## src/rtl/axi_lite_reg_router_if.sv

```systemverilog
// Bundle of upstream register-interface and downstream port signals for axi_lite_reg_router.
// The router uses the slave modport; the environment driving requests and port responses uses master.
interface axi_lite_reg_router_if #(
    parameter int ADDR_WIDTH     = 32,
    parameter int DATA_WIDTH     = 32,
    parameter int NUM_PORTS      = 4,
    parameter int PORT_ADDR_BITS = 8
);
    // Upstream side
    logic                            i_reg_in_rdy;
    logic                            o_reg_in_ack_stb;
    logic [ADDR_WIDTH-1:0]           i_reg_address;
    logic [DATA_WIDTH-1:0]           i_reg_in_data;
    logic                            i_reg_out_req;
    logic                            o_reg_out_rdy_stb;
    logic [DATA_WIDTH-1:0]           o_reg_out_data;
    logic                            o_reg_invalid_addr;
    logic                            o_busy;

    // Downstream side
    logic [NUM_PORTS-1:0]            o_port_in_rdy;
    logic [NUM_PORTS-1:0]            i_port_in_ack_stb;
    logic [NUM_PORTS-1:0]            o_port_out_req;
    logic [NUM_PORTS-1:0]            i_port_out_rdy_stb;
    logic [NUM_PORTS*DATA_WIDTH-1:0] i_port_out_data;
    logic [NUM_PORTS-1:0]            i_port_invalid_addr;
    logic [PORT_ADDR_BITS-1:0]       o_port_address;
    logic [DATA_WIDTH-1:0]           o_port_in_data;

    modport slave (
        input  i_reg_in_rdy, i_reg_address, i_reg_in_data, i_reg_out_req,
        input  i_port_in_ack_stb, i_port_out_rdy_stb, i_port_out_data, i_port_invalid_addr,
        output o_reg_in_ack_stb, o_reg_out_rdy_stb, o_reg_out_data, o_reg_invalid_addr, o_busy,
        output o_port_in_rdy, o_port_out_req, o_port_address, o_port_in_data
    );

    modport master (
        output i_reg_in_rdy, i_reg_address, i_reg_in_data, i_reg_out_req,
        output i_port_in_ack_stb, i_port_out_rdy_stb, i_port_out_data, i_port_invalid_addr,
        input  o_reg_in_ack_stb, o_reg_out_rdy_stb, o_reg_out_data, o_reg_invalid_addr, o_busy,
        input  o_port_in_rdy, o_port_out_req, o_port_address, o_port_in_data
    );
endinterface

```

## src/rtl/axi_lite_reg_router.sv

```systemverilog
// Routes one upstream register transaction at a time to one of NUM_PORTS register blocks,
// with a watchdog that turns a silent port into an error response.
module axi_lite_reg_router #(
    parameter int ADDR_WIDTH     = 32,
    parameter int DATA_WIDTH     = 32,
    parameter int NUM_PORTS      = 4,
    parameter int PORT_ADDR_BITS = 8,
    parameter int TIMEOUT        = 255
) (
    input  logic                    clk,
    input  logic                    rst,
    axi_lite_reg_router_if.slave    bus,
    output logic [1:0]              dbg_state
);
    // Handshakes: upstream requests are levels held until the matching one-cycle strobe;
    // downstream requests are one-hot levels held until the selected port's one-cycle strobe.
    localparam int IDX_W = $clog2(NUM_PORTS);
    localparam int CNT_W = (TIMEOUT < 2) ? 1 : $clog2(TIMEOUT + 1);
    localparam logic [CNT_W-1:0] CNT_LAST = CNT_W'((TIMEOUT > 0) ? TIMEOUT - 1 : 0);

    typedef enum logic [1:0] {
        S_IDLE    = 2'd0,
        S_WAIT    = 2'd1,
        S_RESPOND = 2'd2,
        S_RELEASE = 2'd3
    } state_t;

    state_t state, state_nx;

    logic [IDX_W-1:0]          idx_q;
    logic                      write_q;
    logic [CNT_W-1:0]          cnt_q;
    logic [NUM_PORTS-1:0]      in_rdy_q, in_rdy_nx;
    logic [NUM_PORTS-1:0]      out_req_q, out_req_nx;
    logic                      ack_q, ack_nx;
    logic                      rdy_q, rdy_nx;
    logic [DATA_WIDTH-1:0]     data_q, data_nx;
    logic                      inv_q, inv_nx;
    logic                      busy_q;
    logic [PORT_ADDR_BITS-1:0] paddr_q;
    logic [DATA_WIDTH-1:0]     pdata_q;

    logic [IDX_W-1:0]      dec_idx;
    logic                  dec_err;
    logic [NUM_PORTS-1:0]  dec_onehot;
    logic                  start;
    logic                  start_wr;
    logic                  sel_stb;
    logic                  timeout;
    logic [DATA_WIDTH-1:0] sel_data;

    assign dec_idx    = bus.i_reg_address[PORT_ADDR_BITS +: IDX_W];
    assign dec_err    = (int'(dec_idx) >= NUM_PORTS) ||
                        ((bus.i_reg_address >> (PORT_ADDR_BITS + IDX_W)) != '0);
    assign dec_onehot = NUM_PORTS'(1) << dec_idx;
    assign start      = (state == S_IDLE) && (bus.i_reg_in_rdy || bus.i_reg_out_req);
    assign start_wr   = bus.i_reg_in_rdy;
    assign sel_stb    = (state == S_WAIT) &&
                        (write_q ? bus.i_port_in_ack_stb[idx_q] : bus.i_port_out_rdy_stb[idx_q]);
    // A port strobe on the expiry edge still counts as a normal completion.
    assign timeout    = (state == S_WAIT) && (TIMEOUT != 0) && (cnt_q == CNT_LAST) && !sel_stb;
    assign sel_data   = bus.i_port_out_data[int'(idx_q) * DATA_WIDTH +: DATA_WIDTH];

    always_ff @(posedge clk or posedge rst) begin
        if (rst) state <= S_IDLE;
        else     state <= state_nx;
    end

    always_comb begin
        state_nx = state;
        case (state)
            S_IDLE:    if (start) state_nx = dec_err ? S_RESPOND : S_WAIT;
            S_WAIT:    if (sel_stb || timeout) state_nx = S_RESPOND;
            S_RESPOND: state_nx = S_RELEASE;
            S_RELEASE: if (!bus.i_reg_in_rdy && !bus.i_reg_out_req) state_nx = S_IDLE;
            default:   state_nx = S_IDLE;
        endcase
    end

    always_comb begin
        in_rdy_nx  = in_rdy_q;
        out_req_nx = out_req_q;
        ack_nx     = 1'b0;
        rdy_nx     = 1'b0;
        data_nx    = data_q;
        inv_nx     = inv_q;
        case (state)
            S_IDLE: begin
                if (start) begin
                    if (dec_err) begin
                        ack_nx = start_wr;
                        rdy_nx = !start_wr;
                        inv_nx = 1'b1;
                        if (!start_wr) data_nx = '0;
                    end else if (start_wr) begin
                        in_rdy_nx = dec_onehot;
                    end else begin
                        out_req_nx = dec_onehot;
                    end
                end
            end
            S_WAIT: begin
                if (sel_stb || timeout) begin
                    in_rdy_nx  = '0;
                    out_req_nx = '0;
                    ack_nx     = write_q;
                    rdy_nx     = !write_q;
                    inv_nx     = sel_stb ? bus.i_port_invalid_addr[idx_q] : 1'b1;
                    if (!write_q) data_nx = sel_stb ? sel_data : '0;
                end
            end
            default: ;
        endcase
    end

    always_ff @(posedge clk or posedge rst) begin
        if (rst) begin
            idx_q     <= '0;
            write_q   <= 1'b0;
            cnt_q     <= '0;
            in_rdy_q  <= '0;
            out_req_q <= '0;
            ack_q     <= 1'b0;
            rdy_q     <= 1'b0;
            data_q    <= '0;
            inv_q     <= 1'b0;
            busy_q    <= 1'b0;
            paddr_q   <= '0;
            pdata_q   <= '0;
        end else begin
            in_rdy_q  <= in_rdy_nx;
            out_req_q <= out_req_nx;
            ack_q     <= ack_nx;
            rdy_q     <= rdy_nx;
            data_q    <= data_nx;
            inv_q     <= inv_nx;
            busy_q    <= (state_nx != S_IDLE);
            if (start) begin
                idx_q   <= dec_idx;
                write_q <= start_wr;
                cnt_q   <= '0;
                // Shared port buses only move for transactions that reach a port.
                if (!dec_err) begin
                    paddr_q <= bus.i_reg_address[PORT_ADDR_BITS-1:0];
                    pdata_q <= bus.i_reg_in_data;
                end
            end else if (state == S_WAIT) begin
                cnt_q <= cnt_q + 1'b1;
            end
        end
    end

    assign bus.o_port_in_rdy      = in_rdy_q;
    assign bus.o_port_out_req     = out_req_q;
    assign bus.o_reg_in_ack_stb   = ack_q;
    assign bus.o_reg_out_rdy_stb  = rdy_q;
    assign bus.o_reg_out_data     = data_q;
    assign bus.o_reg_invalid_addr = inv_q;
    assign bus.o_busy             = busy_q;
    assign bus.o_port_address     = paddr_q;
    assign bus.o_port_in_data     = pdata_q;
    assign dbg_state              = state;
endmodule
```

## src/flat_wrapper.sv

```systemverilog
// flat-port wrapper written by rule: the top's interface ports become plain ports
module axi_lite_reg_router_flat 
#(
    parameter int ADDR_WIDTH     = 32,
    parameter int DATA_WIDTH     = 32,
    parameter int NUM_PORTS      = 4,
    parameter int PORT_ADDR_BITS = 8,
    parameter int TIMEOUT        = 255
)
  (clk, rst, dbg_state, bus_i_reg_in_rdy, bus_i_reg_address, bus_i_reg_in_data, bus_i_reg_out_req, bus_i_port_in_ack_stb, bus_i_port_out_rdy_stb, bus_i_port_out_data, bus_i_port_invalid_addr, bus_o_reg_in_ack_stb, bus_o_reg_out_rdy_stb, bus_o_reg_out_data, bus_o_reg_invalid_addr, bus_o_busy, bus_o_port_in_rdy, bus_o_port_out_req, bus_o_port_address, bus_o_port_in_data);
  axi_lite_reg_router_if #(.ADDR_WIDTH(ADDR_WIDTH), .DATA_WIDTH(DATA_WIDTH), .NUM_PORTS(NUM_PORTS), .PORT_ADDR_BITS(PORT_ADDR_BITS)) bus_i ();
  input  logic clk;
  input  logic rst;
  output logic [1:0] dbg_state;
  input wire logic [$bits(bus_i.i_reg_in_rdy)-1:0] bus_i_reg_in_rdy;
  input wire logic [$bits(bus_i.i_reg_address)-1:0] bus_i_reg_address;
  input wire logic [$bits(bus_i.i_reg_in_data)-1:0] bus_i_reg_in_data;
  input wire logic [$bits(bus_i.i_reg_out_req)-1:0] bus_i_reg_out_req;
  input wire logic [$bits(bus_i.i_port_in_ack_stb)-1:0] bus_i_port_in_ack_stb;
  input wire logic [$bits(bus_i.i_port_out_rdy_stb)-1:0] bus_i_port_out_rdy_stb;
  input wire logic [$bits(bus_i.i_port_out_data)-1:0] bus_i_port_out_data;
  input wire logic [$bits(bus_i.i_port_invalid_addr)-1:0] bus_i_port_invalid_addr;
  output wire logic [$bits(bus_i.o_reg_in_ack_stb)-1:0] bus_o_reg_in_ack_stb;
  output wire logic [$bits(bus_i.o_reg_out_rdy_stb)-1:0] bus_o_reg_out_rdy_stb;
  output wire logic [$bits(bus_i.o_reg_out_data)-1:0] bus_o_reg_out_data;
  output wire logic [$bits(bus_i.o_reg_invalid_addr)-1:0] bus_o_reg_invalid_addr;
  output wire logic [$bits(bus_i.o_busy)-1:0] bus_o_busy;
  output wire logic [$bits(bus_i.o_port_in_rdy)-1:0] bus_o_port_in_rdy;
  output wire logic [$bits(bus_i.o_port_out_req)-1:0] bus_o_port_out_req;
  output wire logic [$bits(bus_i.o_port_address)-1:0] bus_o_port_address;
  output wire logic [$bits(bus_i.o_port_in_data)-1:0] bus_o_port_in_data;
  assign bus_i.i_reg_in_rdy = bus_i_reg_in_rdy;
  assign bus_i.i_reg_address = bus_i_reg_address;
  assign bus_i.i_reg_in_data = bus_i_reg_in_data;
  assign bus_i.i_reg_out_req = bus_i_reg_out_req;
  assign bus_i.i_port_in_ack_stb = bus_i_port_in_ack_stb;
  assign bus_i.i_port_out_rdy_stb = bus_i_port_out_rdy_stb;
  assign bus_i.i_port_out_data = bus_i_port_out_data;
  assign bus_i.i_port_invalid_addr = bus_i_port_invalid_addr;
  assign bus_o_reg_in_ack_stb = bus_i.o_reg_in_ack_stb;
  assign bus_o_reg_out_rdy_stb = bus_i.o_reg_out_rdy_stb;
  assign bus_o_reg_out_data = bus_i.o_reg_out_data;
  assign bus_o_reg_invalid_addr = bus_i.o_reg_invalid_addr;
  assign bus_o_busy = bus_i.o_busy;
  assign bus_o_port_in_rdy = bus_i.o_port_in_rdy;
  assign bus_o_port_out_req = bus_i.o_port_out_req;
  assign bus_o_port_address = bus_i.o_port_address;
  assign bus_o_port_in_data = bus_i.o_port_in_data;
  axi_lite_reg_router #(.ADDR_WIDTH(ADDR_WIDTH), .DATA_WIDTH(DATA_WIDTH), .NUM_PORTS(NUM_PORTS), .PORT_ADDR_BITS(PORT_ADDR_BITS), .TIMEOUT(TIMEOUT)) u_core (.clk(clk), .rst(rst), .bus(bus_i), .dbg_state(dbg_state));
endmodule
```

## config.mk

```make
export PLATFORM = sky130hd
export DESIGN_NAME = axi_lite_reg_router_flat
export DESIGN_NICKNAME = d
export VERILOG_FILES = /design/src/rtl/axi_lite_reg_router_if.sv /design/src/rtl/axi_lite_reg_router.sv /design/src/flat_wrapper.sv
export SDC_FILE = /design/constraint.sdc
export NUM_CORES = 1
export LEC_CHECK = 0
export ABC_AREA = 0
export BUFFER_PORTS_ARGS = -buffer_cell sky130_fd_sc_hd__buf_4
export CELL_PAD_IN_SITES_DETAIL_PLACEMENT = 0
export CELL_PAD_IN_SITES_GLOBAL_PLACEMENT = 1
export CORE_AREA = 3 3 128 130
export CTS_CLUSTER_DIAMETER = 80
export DETAILED_ROUTE_END_ITERATION = 6
export DIE_AREA = 0 0 131 133
export PLACE_DENSITY = 0.89
export SLEW_MARGIN = 25
export SYNTH_ARGS = -nofsm -noshare
export SYNTH_HDL_FRONTEND = slang
export SYNTH_SLANG_ARGS = --single-unit
```

## constraint.sdc

```tcl
create_clock -name clk -period 4.51 [get_ports clk]
set_input_delay 0.902 -clock clk [delete_from_list [all_inputs] [get_ports clk]]
set_output_delay 0.902 -clock clk [all_outputs]
set_load 0.01 [all_outputs]
```

* After elaboration in Yosys (flattened, before gate mapping)
Cells that the tools add are included.
Operators by class: add/subtract/negate cells 1, order comparisons 1, equality and inequality tests 11, shifts and indexed selects 2, multiplexer cells 43, bitwise operators 1, reductions and logical operators 21
Operators with widths (count):
- $mux W32 | 6
- $shiftx A128 B8 Y32 | 1
- $pmux W32 S2 | 1
- $reduce_bool A32 Y1 | 1
- $mux W4 | 7
- $mux W8 | 2
- $pmux W4 S2 | 2
- $mux W1 | 14
- $ne A2 B2 Y1 const B | 5
- $reduce_and A5 Y1 | 2
- $add A8 B1 Y8 const B | 1
- $eq A8 B8 Y1 const B | 1
- $mux W2 | 4
- $pmux W2 S4 | 1
- $bmux W1 S2 | 3
- $pmux W1 S2 | 3
- $reduce_and A6 Y1 | 1
- $reduce_bool A2 Y1 | 3
- $logic_and A1 B1 Y1 | 5
- $eq A2 B2 Y1 const B | 2
- $logic_not A1 Y1 | 4
- $ne A2 B1 Y1 const B | 2
- $reduce_and A4 Y1 | 1
- $shl A1 B2 Y4 const A | 1
- 6 further kinds | 7
Word-level totals: flip-flop bits (word level) 97, word-level logic and storage cells 93

* Longest topological paths before layout
Gate-level depths: netlist (run 1).
word-level depth 10, gate-level depth with buffers 7, depth with buffers taken out 6

* Least setup slack after synthesis (run 1)
Ideal clock, no wire load.
path kind input port to flip-flop, start in bus_i_reg_address[30], end reg u_core.paddr_q[0], in the netlist u_core.bus.o_port_address[0], setup time 125 ps, arrival 2260 ps, data required time 4385 ps, setup slack 2125 ps, stages on the path 6, path buffers 1, cell sequence nor4_1 -> nand4_1 -> or2_4 -> nor2_8 -> buf_6 -> mux2_2
Between the ends: word-level cells in the longest chain between the ends 3
RTL lines:
- start, declared | line flat_wrapper.sv:16 | input wire logic [$bits(bus_i.i_reg_address)-1:0] bus_i_reg_address;
- $reduce_bool A32 Y1 | line axi_lite_reg_router.sv:54 | ((bus.i_reg_address >> (PORT_ADDR_BITS + IDX_W)) != '0);
- $not A1 Y1 (no source line)
- $reduce_and A2 Y1 (no source line)
- end signal, assigned | line axi_lite_reg_router.sv:144 | paddr_q <= bus.i_reg_address[PORT_ADDR_BITS-1:0];
- end, declared | line axi_lite_reg_router.sv:40 | logic [PORT_ADDR_BITS-1:0] paddr_q;
No other way between the ends. A chain may end at the register's enable or synchronous reset.

* Final worst setup path (run 1)
start in bus_i_reg_address[14], end reg u_core.pdata_q[20], in the netlist u_core.bus.o_port_in_data[20]
Between the ends: word-level cells in the longest chain between the ends 3
RTL lines:
- $reduce_bool A32 Y1 | line axi_lite_reg_router.sv:54
- $not A1 Y1 (no source line)
- $reduce_and A2 Y1 (no source line)
- end signal, assigned | line axi_lite_reg_router.sv:145 | pdata_q <= bus.i_reg_in_data;
- end, declared | line axi_lite_reg_router.sv:41 | logic [DATA_WIDTH-1:0] pdata_q;
No other way between the ends.

==> flow_summary.rst, run 1 <==
.. list-table::
   :header-rows: 1

   * - Metric
     - Value
   * - Worst path max stage delay
     - 530 ps
   * - Post-Synthesis Mean Instance Area
     - 12.6 sq um
   * - Cell breakdown of the critical path
     - buf_4 -> nor4_1 -> nand4_1 -> or2_4 -> nor2_8 -> mux2_2
   * - Final setup viols
     - 0
   * - Detailed-route wire length per cell
     - 17.6 um
   * - Clock latency reported for the late side of the worst-skew pair
     - 350 ps
   * - Peak supply drop
     - 0.182 mV
   * - Cell area after synthesis
     - 0.00507 sq mm
   * - Library cell occupying the most area in the post-synthesis netlist
     - sky130_fd_sc_hd__dfrtp_1
   * - Final clock period utilization by the worst path
     - 59.6%
   * - Share of cells above drive strength 1
     - 57.0%
   * - Instance area after placement
     - 0.00739 sq mm
   * - Number of nets in the synthesized netlist
     - 611
   * - Routed Antenna Nets
     - 0
   * - Async set-or-reset flop fraction in the synthesized netlist
     - 100%
   * - Number of resized instances in the post-cts repair step
     - 0
   * - Synth Flop Type
     - sky130_fd_sc_hd__dfrtp_1
   * - Number of buffers on the longest clock path
     - 2
   * - I/O pins
     - 294
   * - Iteration-0 DRC Markers
     - 191
   * - Comb power frac
     - 43.1%
   * - Buffers plus inverters on the worst setup path
     - 1
   * - Rows
     - 45
   * - Minimum clock period
     - 2690 ps
   * - Post-layout instance area
     - 0.00768 sq mm
   * - Startpoint type of the worst setup path
     - input port
   * - Endpoint arrival time on the critical path
     - 2910 ps
   * - Worst setup EP type
     - flip-flop
   * - Maximum clock frequency
     - 0.372 GHz
   * - Die boundary width
     - 131 um
   * - DP Wirelength
     - 12500 um
   * - Share of power burned in registers
     - 35.7%
   * - Placeable core region
     - 0.0153 sq mm
   * - Internal Dissipation
     - 2.24 mW
   * - RD Place Congestion
     - 0.803
   * - Final-layout setup total negative slack
     - 0 ps
   * - Via density per instance
     - 4.92
   * - Number of antenna violations at the first check in global routing
     - 1
   * - EDFF count, synth
     - 0
   * - Count of hold buffers inserted by post-cts repair
     - 0
   * - DRT Wirelength
     - 15900 um
   * - Kind of cell with the highest combined delay on the critical path
     - simple AND/OR/NAND/NOR gates
   * - Number of instances in the synthesized netlist
     - 401
   * - Hold/Removal Path Class
     - reg -> reg
   * - Area of the die
     - 0.0174 sq mm
   * - Relative area change from synthesis to final layout
     - 51.5%
   * - Count of buffers from port buffering
     - 293
   * - Setup clock skew after layout
     - 9.51 ps
   * - Remaining global-route overflow
     - 0
   * - Count of H-tree levels built during CTS
     - 3
   * - Proportion of netlist area held by the largest area contributor
     - 47.9%
   * - Transition time at the pin with the least slew margin
     - 778 ps
   * - Power spent charging and discharging nets
     - 1.26 mW
   * - Largest fanout on the critical path
     - 40
   * - Synth warn
     - 0
   * - Post-route DRC violation count
     - 0
   * - First-pass GRT wire length
     - 24200 um
   * - Via total after detailed routing
     - 4437
   * - Number of max-cap violations
     - 0
   * - Number of buffers inserted to repair setup after CTS
     - 0
   * - CTS tree
     - built
   * - First drt pass iteration count
     - 4
   * - Final-report max-slew violation count
     - 0
   * - Number of hold violations in the final report
     - 0
   * - Fraction of power spent switching nets
     - 36.0%
   * - Post-route total power
     - 3.49 mW
   * - P per Cell Area
     - 454 mW/mm^2
   * - Clk Tree Root Cell
     - sky130_fd_sc_hd__clkbuf_16
   * - Sequential-to-total area share from yosys stat
     - 47.9%
   * - CTS Sinks
     - 97
   * - Count of different cell masters after synthesis
     - 45
   * - Leakage component of the power
     - 3.94 nW
   * - Initial standard-cell utilization of the core
     - 33.2%
   * - Clock slew at reported path FFs
     - 70 ps
   * - CP Class
     - in -> reg
   * - Vert. Die Dim
     - 133 um
   * - Result of the run
     - finished, final reports clean
   * - Worst hold slack
     - 485 ps
   * - Nets
     - 895
   * - Unrepaired setup endpoints after global routing
     - false
   * - Cell types occupying the most area after synthesis
     - sky130_fd_sc_hd__dfrtp_1, sky130_fd_sc_hd__mux4_2, sky130_fd_sc_hd__mux2_1, sky130_fd_sc_hd__mux2_2, sky130_fd_sc_hd__nand2_1
   * - Largest net degree at the start of global routing
     - 51
   * - GRT Overall Usage
     - 17.7%
   * - Cell at the slowest stage of the critical path
     - sky130_fd_sc_hd__nor2_8
   * - TritonCTS buffer count
     - 9
   * - Final cell utilization of the core
     - 50.4%
   * - Number of global-route vias before repair
     - 4699
   * - Max-slew headroom
     - 48.0%
   * - Relative contribution of the clock network to total power
     - 21.2%
   * - Post-synthesis sequential element count
     - 97
   * - Worst endpoint required time
     - 4740 ps
==> power by group through the flow <==
stage | clock network (mW) | logic [mW] | registers, mW
floorplan | 0 | 1.03 | 1.22
global placement | 0 | 1.49 | 1.25
detailed placement | 0 | 1.52 | 1.26
CTS | 0.770 | 1.52 | 1.25
global route | 0.801 | 1.65 | 1.27
finish | 0.741 | 1.50 | 1.25
==> flip-flops by register name, indices dropped and copies added, names as in the netlist <==
signal / flops
u_core.bus.o_busy: 1
u_core.bus.o_port_address: 8
u_core.bus.o_port_in_data: 32
u_core.bus.o_port_in_rdy: 4
u_core.bus.o_port_out_req: 4
u_core.bus.o_reg_in_ack_stb: 1
u_core.bus.o_reg_invalid_addr: 1
u_core.bus.o_reg_out_data: 32
u_core.bus.o_reg_out_rdy_stb: 1
u_core.cnt_q: 8
u_core.dbg_state: 2
u_core.idx_q: 2
u_core.write_q: 1
==> cell usage after synthesis (3+ instances only) <==
library cell	n
sky130_fd_sc_hd__dfrtp_1	97
sky130_fd_sc_hd__nand2_1	48
sky130_fd_sc_hd__inv_1	35
sky130_fd_sc_hd__mux4_2	33
sky130_fd_sc_hd__mux2_1	24
sky130_fd_sc_hd__o22ai_1	21
sky130_fd_sc_hd__mux2_2	19
sky130_fd_sc_hd__o22ai_2	12
sky130_fd_sc_hd__buf_6	11
sky130_fd_sc_hd__nand3_1	10
sky130_fd_sc_hd__buf_2	7
sky130_fd_sc_hd__nor2_1	7
sky130_fd_sc_hd__a21oi_1	6
sky130_fd_sc_hd__a32o_1	6
sky130_fd_sc_hd__nor4_1	6
sky130_fd_sc_hd__o21ai_0	6
sky130_fd_sc_hd__clkbuf_1	5
sky130_fd_sc_hd__nand2b_1	4
sky130_fd_sc_hd__nand4_1	4
sky130_fd_sc_hd__nor2b_1	4
sky130_fd_sc_hd__a22o_1	3
==> cells by family (layout without fill, tap and decap cells) <==
logic type / count (synthesis) / in the layout / synth area share [%]
AOI/OAI and AO/OA: 61 / 61 / 9.94
xor gates and xnor gates: 2 / 2 / 0.345
adders and majority gates: 2 / 2 / 0.493
buffers and inverters: 60 / 349 / 6.24
DFF: 97 / 97 / 47.9
muxes: 78 / 78 / 24.6
other: 0 / 1 / 0
and+or+nand+nor: 101 / 101 / 10.5
==> cell type report <==
type | instances | area [sq um]
Inverter | 35 | 134
Fill cell | 1355 | 7570
Clock inverter | 5 | 46.3
Clock buffer | 11 | 243
Timing Repair Buffer | 298 | 2240
Multi-Input combinational cell | 244 | 2330
Antenna cell | 1 | 2.50
Sequential cell | 97 | 2430
Tap cell | 211 | 264
==> routing by layer <==
layer	vias to the layer above	GRT usage, %	routed length, um
met3	30	5.09	1430
li1	2045	-	-
met1	2137	19.9	6010
met2	225	31.0	8080
met4	0	6.80	349
met5	-	0	0
==> final timing paths <==
path	start	to	slack, ps	cells past startpoint
max in group asynchronous	rst	u_core.bus.o_port_in_data[3]	2780	3
setup reg to reg	u_core.idx_q[0]	u_core.bus.o_reg_out_data[29]	1850	5
hold / removal	u_core.cnt_q[5]	u_core.cnt_q[5]	480	1
min in group asynchronous	rst	u_core.bus.o_port_out_req[0]	630	2
setup / recovery	bus_i_reg_address[14]	u_core.bus.o_port_in_data[20]	1820	6
hold reg to reg	u_core.cnt_q[5]	u_core.cnt_q[5]	480	1
==> per-stage QoR <==
stage                     instances  setup slack [ps]
after global routing            901              1500
after global placement          885              1550
after detailed placement        885              1480
final                           902              1820
after floorplan                 401              1070
after CTS                       901              1740
==> cell usage in the layout (no fill, tap or decap), types with 2 or more instances in the layout <==
cell / synthesis / layout
sky130_fd_sc_hd__and3_1: 2 / 2
sky130_fd_sc_hd__nand4_1: 4 / 4
sky130_fd_sc_hd__nor3_1: 2 / 2
sky130_fd_sc_hd__nand3_1: 10 / 10
sky130_fd_sc_hd__nand2_1: 48 / 48
sky130_fd_sc_hd__inv_1: 35 / 34
sky130_fd_sc_hd__mux2_2: 19 / 19
sky130_fd_sc_hd__o22ai_2: 12 / 12
sky130_fd_sc_hd__nor4_2: 2 / 2
sky130_fd_sc_hd__o21ai_0: 6 / 6
sky130_fd_sc_hd__mux2_1: 24 / 24
sky130_fd_sc_hd__xor2_1: 2 / 2
sky130_fd_sc_hd__o22ai_1: 21 / 21
sky130_fd_sc_hd__inv_6: 0 / 2
sky130_fd_sc_hd__dfrtp_2: 0 / 2
sky130_fd_sc_hd__a32o_1: 6 / 6
sky130_fd_sc_hd__clkinv_4: 0 / 2
sky130_fd_sc_hd__ha_1: 2 / 2
sky130_fd_sc_hd__mux2i_1: 2 / 2
sky130_fd_sc_hd__a22o_1: 3 / 3
sky130_fd_sc_hd__mux4_2: 33 / 33
sky130_fd_sc_hd__nor2b_1: 4 / 4
sky130_fd_sc_hd__a21oi_1: 6 / 6
sky130_fd_sc_hd__nand2b_1: 4 / 4
sky130_fd_sc_hd__dfrtp_1: 97 / 95
sky130_fd_sc_hd__nor2_1: 7 / 7
sky130_fd_sc_hd__clkbuf_16: 0 / 9
sky130_fd_sc_hd__nand2_2: 2 / 2
sky130_fd_sc_hd__buf_4: 0 / 298
sky130_fd_sc_hd__nor4_1: 6 / 6
sky130_fd_sc_hd__o211ai_1: 2 / 2
No activity file was read; power rests on OpenSTA's default activity.
==> run 2, diff against run 1 <==
CORE_AREA = 3 3 135 137   (was 3 3 128 130)
DIE_AREA = 0 0 138 140   (was 0 0 131 133)
PLACE_DENSITY = 0.85   (was 0.89)
clock period = 2.2 ns   (was 4.51 ns; I/O delays follow)
==> flow_summary.rst, run 2 (synthesis results as in run 1) <==
.. list-table::
   :header-rows: 1

   * - Metric
     - Value
   * - Count of hold buffers inserted by post-cts repair
     - 0
   * - Peak supply drop
     - 0.434 mV
   * - Count of H-tree levels built during CTS
     - 3
   * - Count of buffers from port buffering
     - 293
   * - Final setup viols
     - 0
   * - Number of hold violations in the final report
     - 0
   * - DP Wirelength
     - 12500 um
   * - Startpoint type of the worst setup path
     - flip-flop
   * - Iteration-0 DRC Markers
     - 230
   * - Most common cell after layout, fill and taps aside
     - sky130_fd_sc_hd__buf_4
   * - WL met2
     - 8110 um
   * - Post-route DRC violation count
     - 0
   * - Number of max-cap violations
     - 0
   * - Clk Tree Root Cell
     - sky130_fd_sc_hd__clkbuf_16
   * - Final-layout setup total negative slack
     - 0 ps
   * - Met1 Wirelength
     - 6310 um
   * - Via total after detailed routing
     - 4381
   * - Routed Antenna Nets
     - 0
   * - Number of buffers on the longest clock path
     - 2
   * - Worst endpoint required time
     - 2490 ps
   * - Initial standard-cell utilization of the core
     - 29.5%
   * - I/O pins
     - 294
   * - Unrepaired setup endpoints after global routing
     - false
   * - Nets
     - 910
   * - Number of resized instances in the post-cts repair step
     - 0
   * - CTS Sinks
     - 97
   * - Number of buffers inserted to repair setup after CTS
     - 0
   * - Number of global-route vias before repair
     - 4666
   * - Result of the run
     - finished, final reports clean
   * - Transition time at the pin with the least slew margin
     - 652 ps
   * - Placeable core region
     - 0.0172 sq mm
   * - WL met3
     - 1100 um
   * - Share of cells above drive strength 1
     - 58.0%
   * - RD Place Congestion
     - 0.810
   * - Worst setup EP type
     - flip-flop
   * - Clock slew at reported path FFs
     - 70 ps
   * - CP Class
     - reg -> reg
   * - Setup clock skew after layout
     - 9.40 ps
   * - Number of antenna violations at the first check in global routing
     - 0
   * - Antenna diode count
     - 0
   * - Final cell utilization of the core
     - 45.9%
   * - Max Used Layer
     - met4
   * - P per Cell Area
     - 930 mW/mm^2
   * - Die boundary width
     - 138 um
   * - Vert. Die Dim
     - 140 um
   * - Via density per instance
     - 4.71
   * - First-pass GRT wire length
     - 25000 um
   * - Final clock period utilization by the worst path
     - 89.1%
   * - GRT Overall Usage
     - 16.2%
   * - CTS tree
     - built
   * - DRT Wirelength
     - 15700 um
   * - Endpoint arrival time on the critical path
     - 2250 ps
   * - Area of the die
     - 0.0193 sq mm
   * - Final-report max-slew violation count
     - 0
   * - Largest net degree at the start of global routing
     - 54
   * - First drt pass iteration count
     - 4
   * - Relative area change from synthesis to final layout
     - 55.5%
   * - Detailed-route wire length per cell
     - 16.9 um
   * - Maximum clock frequency
     - 0.510 GHz
   * - Rows
     - 48
   * - Max-slew headroom
     - 56.6%
   * - Leakage component of the power
     - 4.03 nW
   * - Minimum clock period
     - 1960 ps
   * - TritonCTS buffer count
     - 9
   * - Remaining global-route overflow
     - 0
   * - Worst hold slack
     - 267 ps
   * - Largest fanout on the critical path
     - 9
   * - Clock latency reported for the late side of the worst-skew pair
     - 350 ps
   * - Most frequent cells in the layout
     - sky130_fd_sc_hd__buf_4, sky130_fd_sc_hd__dfrtp_1, sky130_fd_sc_hd__nand2_1
   * - Hold/Removal Path Class
     - in -> async
[run 2: final timing paths]
kind | depth (start not counted) | end | slack [ps] | from
setup / recovery | 5 | u_core.bus.o_port_out_req[1] | 240 | u_core.idx_q[1]
max in group asynchronous | 3 | u_core.bus.o_port_in_data[24] | 1450 | rst
min in group clk | 2 | u_core.bus.o_port_in_data[26] | 300 | bus_i_reg_in_data[26]
hold / removal | 3 | u_core.bus.o_reg_out_data[3] | 270 | rst
setup reg to reg | 5 | u_core.bus.o_port_out_req[1] | 240 | u_core.idx_q[1]
hold reg to reg | 1 | u_core.cnt_q[5] | 480 | u_core.cnt_q[5]
[run 2: metal layers]
layer  track usage, %  up-vias
met5                0        -
met4             4.11        0
met3             4.98       13
met2             28.0      185
met1             19.8     2115
li1                 -     2068
[run 2: cell type report]
cell class                      instances  area [sq um]
Fill cell                            1655          9290
Sequential cell                        97          2430
Timing Repair Buffer                  313          2410
Multi-Input combinational cell        244          2330
Tap cell                              225           282
Clock buffer                            9           225
Inverter                               35           135
Clock inverter                          7          72.6
[run 2: worst max-delay path, stage by stage, from the launching register on]
cell and delay, ps:
sky130_fd_sc_hd__dfrtp_2 470, sky130_fd_sc_hd__mux2_2 370, sky130_fd_sc_hd__nor3b_1 370, sky130_fd_sc_hd__nor4_2 140
sky130_fd_sc_hd__nor3_2 340, sky130_fd_sc_hd__a22o_1 200
[run 2: per-stage QoR]
| step | total power [mW] | instance area, sq um | setup WS (ps) | instances |
|---|---|---|---|---|
| 3_3_place_gp | 5.84 | 7590 | -33.7 | 914 |
| 3_5_place_dp | 5.88 | 7590 | -55.4 | 914 |
| 6_report | 7.34 | 7890 | 240 | 930 |
| 4_1_cts | 7.47 | 7890 | 230 | 930 |
| 5_1_grt | 7.85 | 7890 | 157 | 930 |
| 2_1_floorplan | 4.61 | 5080 | 277 | 401 |
[run 2: power breakdown]
group / internal, mW / total, mW / switching (mW)
Clock: 0.799 / 1.54 / 0.745
Combinational: 1.78 / 3.37 / 1.59
Sequential: 2.15 / 2.42 / 0.277
